<file path="config.mk">
export PLATFORM = sky130hd
export DESIGN_NAME = scpool_nch
export DESIGN_NICKNAME = d
export VERILOG_FILES = /design/src/rtl/scpool_nch.sv
export SDC_FILE = /design/constraint.sdc
export NUM_CORES = 1
export LEC_CHECK = 0
export ABC_CLOCK_PERIOD_IN_PS = 4800
export BUFFER_PORTS_ARGS = -buffer_cell sky130_fd_sc_hd__buf_2
export CAP_MARGIN = 20
export CORE_MARGIN = 3
export CORE_UTILIZATION = 45
export CTS_CLUSTER_SIZE = 24
export DETAILED_ROUTE_END_ITERATION = 8
export GPL_ROUTABILITY_DRIVEN = 0
export PLACE_DENSITY_LB_ADDON = 0.3
export SLEW_MARGIN = 20
export SYNTH_ARGS = -nofsm -noshare
export SYNTH_HDL_FRONTEND = slang
export SYNTH_SLANG_ARGS = --single-unit
</file>
<file path="constraint.sdc">
create_clock -name clk -period 4.8 [get_ports clk]
set_clock_uncertainty 0.2 [all_clocks]
set_input_delay 0.72 -clock clk [delete_from_list [all_inputs] [get_ports clk]]
set_output_delay 0.72 -clock clk [all_outputs]
set_load 0.05 [all_outputs]
</file>
<file path="src/rtl/scpool_nch.sv">
// scpool_nch -- multi-channel pooling comparator.
//
// Pops one window of kernel_size vectors from an upstream FIFO. Each of the
// CHANNELS lanes is reduced independently to its maximum (mode=0) or its
// minimum (mode=1). The reduced vector is presented once per window, on a
// registered result together with a one-cycle result_valid pulse.
//
// Ports:
//   clk, rst      clock (rising edge), asynchronous active-high reset
//   start         one-cycle pulse that begins a window (honoured only in IDLE)
//   mode          0 = max, 1 = min; latched on an accepted start
//   kernel_size   elements per window; latched on an accepted start, 0 is ignored
//   fifo_empty    upstream FIFO empty flag
//   reads_en      FIFO pop strobe, one cycle per element
//   data          FIFO output vector, lane i at [i*DATA_WIDTH +: DATA_WIDTH]
//   data_ready    data is valid this cycle (one or more cycles after reads_en)
//   result        registered reduced vector, held until the next window ends
//   result_valid  one-cycle pulse when result updates
//   busy          high whenever the block is not IDLE
module scpool_nch #(
  parameter int DATA_WIDTH = 16,
  parameter int CHANNELS   = 4,
  parameter int FLOAT      = 1,
  parameter int KS_WIDTH   = 8
) (
  input  logic                           clk,
  input  logic                           rst,
  input  logic                           start,
  input  logic                           mode,
  input  logic [KS_WIDTH-1:0]            kernel_size,
  input  logic                           fifo_empty,
  output logic                           reads_en,
  input  logic [CHANNELS*DATA_WIDTH-1:0] data,
  input  logic                           data_ready,
  output logic [CHANNELS*DATA_WIDTH-1:0] result,
  output logic                           result_valid,
  output logic                           busy
);

  localparam int VW = CHANNELS * DATA_WIDTH;
  localparam logic [DATA_WIDTH-1:0] SIGN_MASK = {1'b1, {(DATA_WIDTH-1){1'b0}}};
  localparam logic [KS_WIDTH-1:0]   KS_ONE    = KS_WIDTH'(1);

  typedef enum logic [1:0] {
    S_IDLE = 2'd0,
    S_REQ  = 2'd1,
    S_WAIT = 2'd2,
    S_DONE = 2'd3
  } state_t;

  // Maps an element onto an unsigned key whose natural order is the element
  // order. Half-float: negatives are inverted so larger magnitude sorts lower,
  // positives get the sign bit set so they sort above every negative. This is
  // a total order (-0 < +0, NaNs ordered by bit pattern). Integers: flipping
  // the sign bit turns a signed compare into an unsigned one.
  function automatic logic [DATA_WIDTH-1:0] order_key(input logic [DATA_WIDTH-1:0] x);
    logic [DATA_WIDTH-1:0] k;
    if (FLOAT != 0) begin
      if (x[DATA_WIDTH-1]) begin
        k = ~x;
      end else begin
        k = x ^ SIGN_MASK;
      end
    end else begin
      k = x ^ SIGN_MASK;
    end
    return k;
  endfunction

  state_t                state_q, state_d;
  logic                  mode_q, mode_d;
  logic [KS_WIDTH-1:0]   ks_q, ks_d;
  logic [KS_WIDTH-1:0]   count_q, count_d;
  logic [KS_WIDTH-1:0]   count_inc_s;
  logic [VW-1:0]         acc_q, acc_d;
  logic [VW-1:0]         merged_s;
  logic [VW-1:0]         result_q, result_d;
  logic                  result_valid_q, result_valid_d;
  logic                  busy_q, busy_d;

  assign count_inc_s = count_q + KS_ONE;

  // Per-lane merge of the incoming element into the accumulator. The first
  // element of a window always loads, so no seed value biases the result;
  // later elements replace only on a strict win, so ties keep the earlier one.
  always_comb begin
    merged_s = acc_q;
    for (int i = 0; i < CHANNELS; i++) begin
      if (count_q == '0) begin
        merged_s[i*DATA_WIDTH +: DATA_WIDTH] = data[i*DATA_WIDTH +: DATA_WIDTH];
      end else if (mode_q
                   ? (order_key(data[i*DATA_WIDTH +: DATA_WIDTH]) <
                      order_key(acc_q[i*DATA_WIDTH +: DATA_WIDTH]))
                   : (order_key(data[i*DATA_WIDTH +: DATA_WIDTH]) >
                      order_key(acc_q[i*DATA_WIDTH +: DATA_WIDTH]))) begin
        merged_s[i*DATA_WIDTH +: DATA_WIDTH] = data[i*DATA_WIDTH +: DATA_WIDTH];
      end else begin
        merged_s[i*DATA_WIDTH +: DATA_WIDTH] = acc_q[i*DATA_WIDTH +: DATA_WIDTH];
      end
    end
  end

  // Window sequencer: next state, latched window parameters and outputs.
  // reads_en is decoded from the current state and fifo_empty so that it can
  // never fire against an empty FIFO.
  always_comb begin
    state_d        = state_q;
    mode_d         = mode_q;
    ks_d           = ks_q;
    count_d        = count_q;
    acc_d          = acc_q;
    result_d       = result_q;
    result_valid_d = 1'b0;
    reads_en       = 1'b0;
    case (state_q)
      S_IDLE: begin
        if (start && (kernel_size != '0)) begin
          mode_d  = mode;
          ks_d    = kernel_size;
          count_d = '0;
          state_d = S_REQ;
        end else begin
          state_d = S_IDLE;
        end
      end
      S_REQ: begin
        if (!fifo_empty) begin
          reads_en = 1'b1;
          state_d  = S_WAIT;
        end else begin
          state_d = S_REQ;
        end
      end
      S_WAIT: begin
        if (data_ready) begin
          acc_d = merged_s;
          // count never reaches ks_q, so count+1 cannot wrap for a legal size
          if (count_inc_s == ks_q) begin
            state_d = S_DONE;
          end else begin
            count_d = count_inc_s;
            state_d = S_REQ;
          end
        end else begin
          state_d = S_WAIT;
        end
      end
      S_DONE: begin
        result_d       = acc_q;
        result_valid_d = 1'b1;
        state_d        = S_IDLE;
      end
      default: begin
        state_d = S_IDLE;
      end
    endcase
    busy_d = (state_d != S_IDLE);
  end

  // State and datapath registers; reset abandons any window in flight.
  always_ff @(posedge clk or posedge rst) begin
    if (rst) begin
      state_q        <= S_IDLE;
      mode_q         <= 1'b0;
      ks_q           <= '0;
      count_q        <= '0;
      acc_q          <= '0;
      result_q       <= '0;
      result_valid_q <= 1'b0;
      busy_q         <= 1'b0;
    end else begin
      state_q        <= state_d;
      mode_q         <= mode_d;
      ks_q           <= ks_d;
      count_q        <= count_d;
      acc_q          <= acc_d;
      result_q       <= result_d;
      result_valid_q <= result_valid_d;
      busy_q         <= busy_d;
    end
  end

  assign result       = result_q;
  assign result_valid = result_valid_q;
  assign busy         = busy_q;

endmodule

</file>
==> results.json <==
{
  "setup-violations-final": 0,
  "netlist_area_um2": 8580,
  "drt_pre_antenna_iters": 4,
  "post_synth.cell_area_avg_um2": 12.3,
  "worst_slew_pin_slew_ns": 0.869,
  "worst_setup_path_end_kind": "register",
  "cts.repair_timing.setup_buffer_count": 0,
  "synth-seq-area-share_pct": 43.5,
  "count_of_fill_cells_added_during_filler_insertion": 1621,
  "final_instance_area_um2": 10100,
  "max_freq_mhz": 258,
  "htree_num_levels": 4,
  "initial_utilization_pct": 46.8,
  "compound_gate_fraction_of_synth_area_pct": 5.38,
  "numCtsBuffers": 17,
  "post_synth_inst_count": 700,
  "hold_viol": 0,
  "design.die.area_um2": 20800,
  "grt_overflow_total": 0,
  "outcome": "finished, final reports clean",
  "crit_chain": "xnor2_1, ha_1, nand4_1, nor4_1, a21oi_1, and4b_4, nor3_4, buf_4, mux2_2",
  "cts_resized": 0,
  "synth-adder-area-share_pct": 9.63,
  "crit_required_ns": 4.89,
  "power_leakage_nw": 4.68,
  "groute.layer.met3.usage_pct": 4.86,
  "critical-path-max-stage-delay_ns": 0.89,
  "placedInstanceArea_um2": 9510,
  "path_class": "register to register",
  "ctsHoldBuffers": 0,
  "cts_tree": "done",
  "postRouteAntennaNets": 0,
  "routed_wirelength_mm": 17.3,
  "rsz0062_at_grt": "false",
  "pwr_density_cell_nw_per_um2": 778,
  "post-route-min-period_ns": 3.88,
  "largest_net_degree_at_the_start_of_global_routing": 150,
  "finalNetCount": 982,
  "clock_tree.root_cell": "sky130_fd_sc_hd__clkbuf_16",
  "drt-wirelength-per-cell_um": 16.1,
  "yosysWarningCount": 0,
  "placement_rows": 49,
  "route.detailed.drc": 0,
  "critPathLaunchType": "register",
  "setup_total_negative_slack_ns": 0,
  "max-vdd-ir-drop_uv": 493,
  "ioPinCount": 145,
  "dr.first_iter.drc_count": 200,
  "timing.hold.worst.class": "register to register",
  "layout.cells.most_common_list": "sky130_fd_sc_hd__dfrtp_1, sky130_fd_sc_hd__buf_2, sky130_fd_sc_hd__mux2_2, sky130_fd_sc_hd__xnor2_1, sky130_fd_sc_hd__ha_1",
  "post-layout-total-power_mw": 7.87,
  "place.detailed.hpwl_mm": 12.3,
  "busiest_layer_in_global_routing": "met2",
  "post_drt_via_cell_ratio": 5.26,
  "detailroute.via_count": 5668,
  "numPortBuffers": 144,
  "final_layout_size_suffix_gt1_share_pct": 39.4,
  "dominant_combinational_cell_family_by_area_after_synthesis": "multiplexers",
  "sink_count_of_the_clock_tree": 149,
  "die_width_um": 144,
  "worstPathArrival_ns": 3.97,
  "slew-limit-headroom_pct": 42.1,
  "clkSlewWorstSetupHoldPaths_ns": 0.05,
  "grt_first_pass_wirelength_mm": 29.0,
  "crit_slowest_cell": "sky130_fd_sc_hd__dfrtp_1",
  "die_y_um": 144,
  "crit_path_max_fanout": 18,
  "clk_latency_ns": 0.41,
  "globalRouteMet2Util_pct": 29.1,
  "gr-usage-met1_pct": 22.4,
  "timing.final.ws_setup_ns": 0.919,
  "final.hold.worst_slack_ns": 0.297,
  "unique_masters_post_synth": 52,
  "place_ws_ns": 0.747,
  "synth_nets": 844,
  "synthXorXnorAreaFrac_pct": 13.4,
  "maxSlewViolCount": 0,
  "antenna_found_initial": 1,
  "num_antenna_cells": 0,
  "max-cap-violations": 0,
  "first_global_vias": 5988,
  "synth_mux_area_share_pct": 19.4,
  "yosys_register_bits": 149,
  "area_of_the_core_um2": 18300,
  "timing.final.crit_share_pct": 80.9,
  "area.growth.synth_to_final_pct": 17.8,
  "post_synthesis_share_of_cell_area_spent_on_and_or_nand_and_nor_gates_pct": 6.42,
  "global_route_total_usage_across_every_layer_pct": 17.5,
  "leading_cell_type_in_the_layout_fill_and_taps_excluded": "sky130_fd_sc_hd__dfrtp_1",
  "cts.path.max_buffers": 2
}
-- power by group --
part	total, mW	leakage, nW	switching (mW)	internal [mW]
combinational	4.14	2.58	2.34	1.80
clock	1.35	0.291	0.500	0.851
sequential	2.38	1.81	0.514	1.87
-- cells in the mapped netlist (all sizes together) --
cell | instances | area [µm²]
clkbuf | 15 | 56.3
xnor2 | 66 | 578
or3 | 2 | 12.5
a211oi | 3 | 22.5
xor2 | 63 | 552
and4b | 1 | 13.8
and3 | 2 | 12.5
a21boi | 1 | 7.51
o21a | 2 | 15.0
ha | 66 | 826
mux2i | 7 | 81.3
or2 | 1 | 6.26
nor3 | 7 | 51.3
o31ai | 2 | 15.0
o211ai | 3 | 22.5
o211a | 1 | 10.0
dfrtp | 149 | 3730
nand3 | 8 | 40.0
a221o | 3 | 30.0
a2111oi | 3 | 26.3
a21o | 5 | 37.5
xnor3 | 1 | 22.5
nand4 | 17 | 106
nor2 | 17 | 63.8
mux2 | 137 | 1580
nand3b | 1 | 7.51
buf | 19 | 105
a31o | 4 | 35.0
o41ai | 1 | 8.76
o31a | 5 | 43.8
nand2b | 4 | 25.0
or4b | 1 | 13.8
nor3b | 1 | 7.51
a31oi | 1 | 6.26
nand2 | 20 | 75.1
a21oi | 24 | 120
and2 | 2 | 12.5
o21ai | 9 | 45.0
inv | 10 | 37.5
nor2b | 4 | 25.0
o22ai | 1 | 6.26
a41o | 1 | 10.0
nor4 | 10 | 77.6
-- path summary, 6_finish.rpt --
| path | startpoint | end | slack [ns] | cells after the start |
|---|---|---|---|---|
| setup / recovery | acc_q[47]$_DFFE_PP0P_ | acc_q[47]$_DFFE_PP0P_ | 0.92 | 9 |
| hold / removal | result[53]$_DFFE_PP0P_ | result[53]$_DFFE_PP0P_ | 0.30 | 1 |
| setup reg to reg | acc_q[47]$_DFFE_PP0P_ | acc_q[47]$_DFFE_PP0P_ | 0.92 | 9 |
| hold reg to reg | result[53]$_DFFE_PP0P_ | result[53]$_DFFE_PP0P_ | 0.30 | 1 |
| max in group asynchronous | rst | result[45]$_DFFE_PP0P_ | 3.45 | 3 |
| min in group asynchronous | rst | result[11]$_DFFE_PP0P_ | 0.33 | 3 |
-- registers in the layout, summed over array words and instances (netlist names) --
register	count
acc_q	64
result	64
count_q	8
ks_q	8
state_q	2
busy	1
mode_q	1
result_valid	1
-- per-layer routing --
layer,wire (µm),share of wire (%),up-vias
li1,-,-,2761
met1,7940,46,2786
met2,8330,48,108
met3,851,4.9,11
met4,165,0.95,2
met5,13,0.075,-
-- worst max-delay path: cells and delay by family (launching register included) --
family	cells	cell delay [ns]
AOI/OAI and AO/OA	1	0.14
xor gates and xnor gates	1	0.15
adders and majority gates	1	0.33
buffers and inverters	1	0.30
DFF	1	0.89
muxes	1	0.35
and+or+nand+nor	4	1.38
-- area by class of cell --
| class | count | area, µm² | area share, % |
|---|---|---|---|
| clock buffer | 21 | 470 | 4.65 |
| clock inverter | 8 | 125 | 1.24 |
| inverter | 10 | 41.3 | 0.409 |
| multi-input combinational | 507 | 4650 | 46.1 |
| sequential | 149 | 3730 | 36.9 |
| tap | 229 | 287 | 2.83 |
| timing repair buffer | 153 | 801 | 7.92 |
-- metrics by stage --
step / utilization [%] / cells
floorplan: - / 700
global placement: 51.9 / 1048
detailed placement: 51.9 / 1048
CTS: 55.1 / 1077
global route: 55.1 / 1077
finish: 55.1 / 1077
-- logic make-up (layout without fill, tap and decap cells) --
kind of cell / after synthesis / in the layout
AND/OR/NAND/NOR: 98 / 98
multiplexers: 144 / 144
flip-flops: 149 / 149
AO/OA/AOI/OAI: 69 / 69
buffers and inverters: 44 / 192
adder cells (fa/ha/maj): 66 / 66
XOR/XNOR: 130 / 130
(Power assumes the default switching activity.)
